### config.mk
export PLATFORM = sky130hd
export DESIGN_NAME = sipo_deser_flat
export DESIGN_NICKNAME = d
export VERILOG_FILES = /design/src/rtl/sipo_pkg.sv /design/src/rtl/sipo_deser_if.sv /design/src/rtl/sipo_out_reg.sv /design/src/rtl/sipo_deser.sv /design/src/flat_wrapper.sv
export SDC_FILE = /design/constraint.sdc
export NUM_CORES = 1
export LEC_CHECK = 0
export CAP_MARGIN = 5
export CELL_PAD_IN_SITES_DETAIL_PLACEMENT = 1
export CELL_PAD_IN_SITES_GLOBAL_PLACEMENT = 2
export CORE_UTILIZATION = 25
export CTS_BUF_LIST = sky130_fd_sc_hd__clkbuf_8
export DETAILED_ROUTE_END_ITERATION = 7
export PLACE_DENSITY_LB_ADDON = 0.1
export SETUP_SLACK_MARGIN = 0.15
export SKIP_LAST_GASP = 1
export SYNTH_ARGS = -nofsm -noshare
export SYNTH_HDL_FRONTEND = slang
export SYNTH_SLANG_ARGS = --single-unit
export TNS_END_PERCENT = 100
### constraint.sdc
create_clock -name clk -period 1.5 [get_ports clk]
set_input_delay 0.45 -clock clk [delete_from_list [all_inputs] [get_ports clk]]
set_output_delay 0.45 -clock clk [all_outputs]
set_load 0.01 [all_outputs]
### src/rtl/sipo_pkg.sv
// Shared types for the serial shifters (sipo_deser, piso): FSM state and counter sizing.
package sipo_pkg;

  typedef enum logic {
    IDLE  = 1'b0,
    SHIFT = 1'b1
  } state_e;

  // Counter must hold the value WIDTH itself, hence the +1.
  function automatic int cnt_width(input int width);
    return $clog2(width + 1);
  endfunction

endpackage

### src/rtl/sipo_deser_if.sv
// Serial input strobes plus the parallel valid/ready output bus of the deserializer.
interface sipo_deser_if #(parameter int WIDTH = 4);
  logic             s_in;
  logic             s_en;
  logic             s_sync;
  logic             p_ready;
  logic [WIDTH-1:0] p_out;
  logic             p_valid;

  modport master (output s_in, s_en, s_sync, p_ready, input  p_out, p_valid);
  modport slave  (input  s_in, s_en, s_sync, p_ready, output p_out, p_valid);
endinterface

### src/rtl/sipo_out_reg.sv
// One-deep valid/ready holding register; a load that finds it full and stalled is dropped
// and raises a sticky overrun.
module sipo_out_reg #(
  parameter int WIDTH = 4
) (
  input  logic             clk,
  input  logic             rst,
  input  logic             load,
  input  logic [WIDTH-1:0] d,
  input  logic             ready,
  input  logic             err_clr,
  output logic [WIDTH-1:0] q,
  output logic             valid,
  output logic             overrun
);

  logic accept;
  logic drop;

  // A same-cycle transfer frees the slot, so the new word is still taken.
  assign accept = load & (~valid | ready);
  assign drop   = load & valid & ~ready;

  always_ff @(posedge clk or negedge rst) begin
    if (!rst) begin
      q       <= '0;
      valid   <= 1'b0;
      overrun <= 1'b0;
    end else begin
      if (accept) begin
        q     <= d;
        valid <= 1'b1;
      end else if (valid && ready) begin
        valid <= 1'b0;
      end
      if (drop)         overrun <= 1'b1;
      else if (err_clr) overrun <= 1'b0;
    end
  end

endmodule

### src/rtl/sipo_deser.sv
// Serial-in parallel-out deserializer: sync-framed bit collection into a one-deep
// valid/ready output register, with sticky overrun and framing-error flags.
module sipo_deser import sipo_pkg::*; #(
  parameter int WIDTH     = 4,
  parameter bit MSB_FIRST = 1'b1,
  parameter int CNT_W     = cnt_width(WIDTH)
) (
  input  logic             clk,
  input  logic             rst,
  sipo_deser_if.slave      bus,
  input  logic             err_clr,
  output logic             busy,
  output logic [CNT_W-1:0] bit_cnt,
  output logic             overrun,
  output logic             frame_err
);

  localparam logic [CNT_W-1:0] LAST_CNT = CNT_W'(WIDTH - 1);

  state_e           state, state_n;
  logic [WIDTH-1:0] shreg, shreg_n, shift_val, first_val;
  logic [CNT_W-1:0] cnt_n;
  logic             done;
  logic             ferr_set;

  assign shift_val = MSB_FIRST ? {shreg[WIDTH-2:0], bus.s_in} : {bus.s_in, shreg[WIDTH-1:1]};
  // A sync bit starts from a clean word so no stale bits from a cut frame survive.
  assign first_val = MSB_FIRST ? {{(WIDTH-1){1'b0}}, bus.s_in} : {bus.s_in, {(WIDTH-1){1'b0}}};

  always_comb begin
    state_n  = state;
    shreg_n  = shreg;
    cnt_n    = bit_cnt;
    done     = 1'b0;
    ferr_set = 1'b0;
    case (state)
      IDLE: begin
        if (bus.s_en && bus.s_sync) begin
          shreg_n = first_val;
          cnt_n   = CNT_W'(1);
          state_n = SHIFT;
        end
      end
      SHIFT: begin
        if (bus.s_en) begin
          if (bus.s_sync) begin
            shreg_n  = first_val;
            cnt_n    = CNT_W'(1);
            ferr_set = 1'b1;
          end else begin
            shreg_n = shift_val;
            if (bit_cnt == LAST_CNT) begin
              done    = 1'b1;
              cnt_n   = '0;
              state_n = IDLE;
            end else begin
              cnt_n = bit_cnt + CNT_W'(1);
            end
          end
        end
      end
      default: state_n = IDLE;
    endcase
  end

  always_ff @(posedge clk or negedge rst) begin
    if (!rst) begin
      state     <= IDLE;
      shreg     <= '0;
      bit_cnt   <= '0;
      busy      <= 1'b0;
      frame_err <= 1'b0;
    end else begin
      state   <= state_n;
      shreg   <= shreg_n;
      bit_cnt <= cnt_n;
      busy    <= (state_n == SHIFT);
      if (ferr_set)     frame_err <= 1'b1;
      else if (err_clr) frame_err <= 1'b0;
    end
  end

  sipo_out_reg #(.WIDTH(WIDTH)) u_out (
    .clk     (clk),
    .rst     (rst),
    .load    (done),
    .d       (shreg_n),
    .ready   (bus.p_ready),
    .err_clr (err_clr),
    .q       (bus.p_out),
    .valid   (bus.p_valid),
    .overrun (overrun)
  );

endmodule

### src/flat_wrapper.sv
// flat-port wrapper written by rule: the top's interface ports become plain ports
module sipo_deser_flat import sipo_pkg::*;
#(
  parameter int WIDTH     = 4,
  parameter bit MSB_FIRST = 1'b1,
  parameter int CNT_W     = cnt_width(WIDTH)
)
  (clk, rst, err_clr, busy, bit_cnt, overrun, frame_err, bus_s_in, bus_s_en, bus_s_sync, bus_p_ready, bus_p_out, bus_p_valid);
  sipo_deser_if #(.WIDTH(WIDTH)) bus_i ();
  input  logic clk;
  input  logic rst;
  input  logic err_clr;
  output logic busy;
  output logic [CNT_W-1:0] bit_cnt;
  output logic overrun;
  output logic frame_err;
  input wire logic [$bits(bus_i.s_in)-1:0] bus_s_in;
  input wire logic [$bits(bus_i.s_en)-1:0] bus_s_en;
  input wire logic [$bits(bus_i.s_sync)-1:0] bus_s_sync;
  input wire logic [$bits(bus_i.p_ready)-1:0] bus_p_ready;
  output wire logic [$bits(bus_i.p_out)-1:0] bus_p_out;
  output wire logic [$bits(bus_i.p_valid)-1:0] bus_p_valid;
  assign bus_i.s_in = bus_s_in;
  assign bus_i.s_en = bus_s_en;
  assign bus_i.s_sync = bus_s_sync;
  assign bus_i.p_ready = bus_p_ready;
  assign bus_p_out = bus_i.p_out;
  assign bus_p_valid = bus_i.p_valid;
  sipo_deser #(.WIDTH(WIDTH), .MSB_FIRST(MSB_FIRST), .CNT_W(CNT_W)) u_core (.clk(clk), .rst(rst), .bus(bus_i), .err_clr(err_clr), .busy(busy), .bit_cnt(bit_cnt), .overrun(overrun), .frame_err(frame_err));
endmodule
# --- Word-level counts from Yosys, hierarchy flattened ---
# Index checks and enable logic that the tools add are counted.
# W data, S select, Z words.
word_totals:
  ff_bits: 15
  inputBits: 7
  output_inout_bits: 11
  word_cells: 50
op_classes:
  n_addsub: 1
  n_eq_ne: 3
  mux: 26
  n_bitwise: 7
  reduce_logical: 6
ops:
  columns: ["op", "n"]
  rows:
  - ["$mux W1", 16]
  - ["$mux W3", 4]
  - ["$mux W4", 3]
  - ["$pmux W4 S2", 1]
  - ["$pmux W3 S2", 1]
  - ["$reduce_bool A2 Y1", 3]
  - ["$add A3 B1 Y3 const B", 1]
  - ["$and A1 B1 Y1", 3]
  - ["$eq A3 B2 Y1 const B", 1]
  - ["$not A1 Y1", 3]
  - ["$logic_and A1 B1 Y1", 2]
  - ["$ne A2 B1 Y1 const B", 1]
  - ["$ne A2 B2 Y1 const B", 1]
  - ["$pmux W1 S2", 1]
  - ["$reduce_and A2 Y1", 1]
  - ["$or A1 B1 Y1", 1]

# --- Logic depth before layout (Yosys ltp) ---
depth:
  word_depth: 8
  depth_mapped: 4
  mapped_depth_nobuf: 4

# --- Cells and area by module ---
# A second synthesis with hierarchy kept.
unflattened:
  hier_cells: 58
  area_unflattened_um2: 700.7
modules_own_cells:
  columns: ["mod", "instances", "cells_each", "area_each_um2", "seq_area_each_um2"]
  rows:
  - ["sipo_deser", 1, 42, 447.9, 225.2]
  - ["sipo_out_reg", 1, 16, 252.7, 150.1]

# --- Worst setup path before layout ---
# No wires, ideal clock.
synth_path:
  kind: "input-to-reg"
  start: "in bus_s_sync"
  end: "reg u_core.u_out.q[0]"
  setup_ns: 0.125
  t_arrival_ns: 1.417
  t_required_ns: 1.375
  slack_ns: -0.042
  cell_stages: 4
  n_path_buf: 1
  cell_sequence: "buf_6 nand2b_4 nor4b_4 mux2_4"
synth_via:
  elab_chain_cells: 4
  word_cells_on_any_way: 7
  classes_between: "5 x mux; 1 x bitwise; 1 x reduce/logical"
synth_lines:
  columns: ["item", "line_no", "text"]
  rows:
  - ["from (decl)", "flat_wrapper.sv:19", "input wire logic [$bits(bus_i.s_sync)-1:0] bus_s_sync;"]
  - ["$mux W1", "sipo_deser.sv:46", "if (bus.s_sync) begin"]
  - ["$mux W1", "sipo_deser.sv:45", "if (bus.s_en) begin"]
  - ["$mux W1", "sipo_deser.sv:36", "case (state)"]
  - ["$and A1 B1 Y1", "sipo_out_reg.sv:21", "assign accept = load & (~valid | ready);"]
  - ["to (signal assigned)", "sipo_out_reg.sv:26", "q <= '0;"]
  - ["to (signal assigned)", "sipo_out_reg.sv:31", "q <= d;"]
  - ["to (decl)", "sipo_out_reg.sv:12", "output logic [WIDTH-1:0] q,"]
# Several ways; a longest one is shown, not always the timed one.
# A chain may end at the register's enable or synchronous reset.

# --- Worst setup path after layout ---
# Same ends and word-level chain as after synthesis.

==> impl_metrics.json <==
{
  "wire_per_inst_um": 12.6,
  "diodes": 0,
  "powerDensity_nw_per_um2": 1450,
  "synthCells": 63,
  "fin_skew_ns": 0.00184,
  "placedCellCount": 119,
  "seqPwrFrac_pct": 39.7,
  "grt_max_degree": 16,
  "clkSlewWorstSetupHoldPaths_ns": 0.06,
  "period_minus_slack_ns": 1.40,
  "path_max_fanout": 4,
  "antenna_left": 0,
  "vias": 570,
  "r2r_cells": 5,
  "hpwl_um": 1200,
  "fin_nets": 106,
  "multi_input_area_sq_um": 308,
  "clockBufferDepth": 2,
  "drive_gt1_share_pct": 37.1,
  "hold_violations": 0,
  "cts_root_buffer": "clkbuf_8",
  "hp-class": "in -> async",
  "die_w_um": 55.0,
  "synth_nets": 71,
  "switching_share_pct": 32.7,
  "power_mw": 1.53,
  "cts.sinks": 15,
  "switchingPower_uw": 501,
  "endpoint_kind": "flop",
  "cp-start-kind": "input port",
  "max_freq_mhz": 716,
  "drc": 0,
  "ios": 18,
  "ys_types": 26,
  "met1_usage_pct": 19.2,
  "setup_violations": 0,
  "grt-busiest-layer": "met1",
  "grt_pass1_vias": 597,
  "grt_pass1_wl_um": 2680,
  "cp.required_ns": 1.63,
  "timing.final.crit_share_pct": 93.1,
  "syn_area_per_cell_sq_um": 11.2,
  "crit_start": "bus_s_sync",
  "regArea_sq_um": 377,
  "cp.arrival_ns": 1.53,
  "met2_usage_pct": 18.3,
  "dieArea_sq_um": 3030,
  "gp_congestion": 0.696,
  "antenna_found_initial": 0,
  "tightest_slew_ns": 0.253,
  "ys_seq_area_share_pct": 53.4,
  "synth_warnings": 0,
  "drv_cap": 0,
  "ir_worst_vdd_v": 0.000583,
  "synth_seq_cells": 15,
  "critPathKind": "in -> reg",
  "core-area_sq_um": 2570,
  "status": "complete, no violations",
  "syn_to_final_growth_pct": 50.4,
  "grt_setup_unrepaired": "true",
  "netlist_area_sq_um": 703,
  "final_util_pct": 41.2,
  "drv_slew": 0,
  "rrSetupSlack_ns": 0.10,
  "reg2reg_to": "u_core.u_out.q[0]$_DFFE_PN0P_",
  "ctsHoldBuffers": 0,
  "h-tree-depth": 1,
  "vias_per_cell": 4.49,
  "drt_iter0_drc": 3,
  "slew_headroom_pct": 83.1,
  "cts_tree": "done",
  "fill_cells": 304,
  "fin_cells": 127,
  "clk_latency_ns": 0.24,
  "grt_overflow": 0,
  "rows": 18,
  "start_util_pct": 27.4,
  "cts_made_buffers": 3,
  "io_buffers": 17,
  "fp.dieH_um": 55.0,
  "wl_um": 1600,
  "grt_usage_pct": 13.2,
  "rr_startpoint": "u_core.bit_cnt[0]$_DFFE_PN0P_",
  "use_met3_pct": 2.46,
  "first_pass_iters": 3,
  "crit_path_end": "u_core.u_out.q[0]$_DFFE_PN0P_",
  "combPwrFrac_pct": 38.9,
  "p_clk_share_pct": 21.4,
  "leakagePower_nw": 0.486,
  "p_int_mw": 1.03
}
-- metrics by stage --
step                      cell area [sq um]   TNS, ns  worst slack (ns)  hold slack, ns
after floorplan                         707   -0.0388           -0.0388           0.154
after global placement                  982     -3.54            -0.372           0.512
after detailed placement                982     -3.67            -0.396           0.520
after CTS                              1090         0            0.0721           0.520
after global routing                   1060  -0.00404          -0.00279           0.536
final                                  1060         0             0.103           0.515
-- registers in the layout, indices dropped and copies added, names as in the netlist --
register / flops
u_core.shreg: 4
u_core.u_out.q: 4
u_core.bit_cnt: 3
u_core.busy: 1
u_core.frame_err: 1
u_core.u_out.overrun: 1
u_core.u_out.valid: 1
-- cell families after synthesis --
| kind of cell | after synthesis | synth area share (%) |
|---|---|---|
| AO/OA/AOI/OAI | 15 | 14.4 |
| buffers and inverters | 12 | 7.47 |
| flip-flops | 15 | 53.4 |
| AND/OR/NAND/NOR | 15 | 14.9 |
| adder cells (fa/ha/maj) | 1 | 1.78 |
| multiplexers | 5 | 8.01 |
-- cell type report --
cell class                      instances  share of cell area (%)
Clock buffer                            3                    3.91
Clock inverter                          1                   0.473
Inverter                                9                    3.20
Multi-Input combinational cell         36                    29.1
Sequential cell                        15                    35.6
Tap cell                               30                    3.55
Timing Repair Buffer                   33                    24.1
-- routing by layer --
| layer | vias up | share of wire [%] |
|---|---|---|
| met5 | - | 0 |
| met4 | 0 | 0.62 |
| met3 | 2 | 4.6 |
| met2 | 12 | 42 |
| met1 | 274 | 53 |
| li1 | 282 | - |
-- power by group through the flow --
stage	registers [mW]	logic [mW]	clock network, mW
finish	0.608	0.597	0.327
global route	0.628	0.667	0.363
CTS	0.612	0.633	0.340
detailed placement	0.621	0.575	0
global placement	0.618	0.570	0
floorplan	0.639	0.232	0
-- critical path, cell delays in order --
cell and delay [ns]:
dlygate4sd2_1 0.27, nand2b_4 0.16, nor4b_4 0.32, mux2_4 0.32
-- how the worst min path moves through the flow --
stage,from,end,cells past startpoint
floorplan,rst,u_core.bit_cnt[0]$_DFFE_PN0P_,0
global route,u_core.u_out.q[2]$_DFFE_PN0P_,u_core.u_out.q[2]$_DFFE_PN0P_,2
detailed placement,u_core.u_out.q[2]$_DFFE_PN0P_,u_core.u_out.q[2]$_DFFE_PN0P_,2
global placement,u_core.u_out.q[0]$_DFFE_PN0P_,u_core.u_out.q[0]$_DFFE_PN0P_,1
CTS,rst,u_core.u_out.q[0]$_DFFE_PN0P_,2
finish,rst,u_core.u_out.q[0]$_DFFE_PN0P_,2
-- what timing repair did --
action	4_1_cts	5_1_grt
buffers inserted	4	0
pin swaps	2	3
resized for setup	34	8
endpoints found under the setup margin	24	14
-- cells in the mapped netlist --
cell type,instances,area (sq um)
dfrtp_1,15,375
inv_1,9,33.8
o21ai_0,4,20.0
a32oi_1,3,26.3
mux2i_1,3,30.0
nand2b_1,3,18.8
clkbuf_1,2,7.51
nand2_1,2,7.51
nand3_1,2,10.0
nor2_1,2,7.51
nor2b_1,2,12.5
o22ai_1,2,12.5
a21boi_0,1,7.51
a21oi_1,1,5.00
a41oi_1,1,8.76
buf_6,1,11.3
ha_1,1,12.5
mux2_2,1,11.3
mux2_4,1,15.0
nand2b_4,1,13.8
nor3_1,1,5.00
nor4b_4,1,23.8
o21a_1,1,7.51
o21ai_1,1,5.00
o22a_1,1,8.76
or3_1,1,6.26
-- layout by cell type, fill, tap and decap left out, types with 2 or more instances in the layout --
master and n:
buf_4 15, dfrtp_1 14, inv_1 9, clkbuf_2 6
clkdlybuf4s15_1 4, a32oi_1 3, o21ai_0 3, mux2i_1 3
clkbuf_8 3, dlygate4sd2_1 3, clkdlybuf4s50_1 3, nor2b_1 2
nor2_1 2, o21ai_1 2, nand2b_4 2, nand2b_1 2
o22ai_1 2, nand3_1 2
Power figures use the tool's default switching activity.
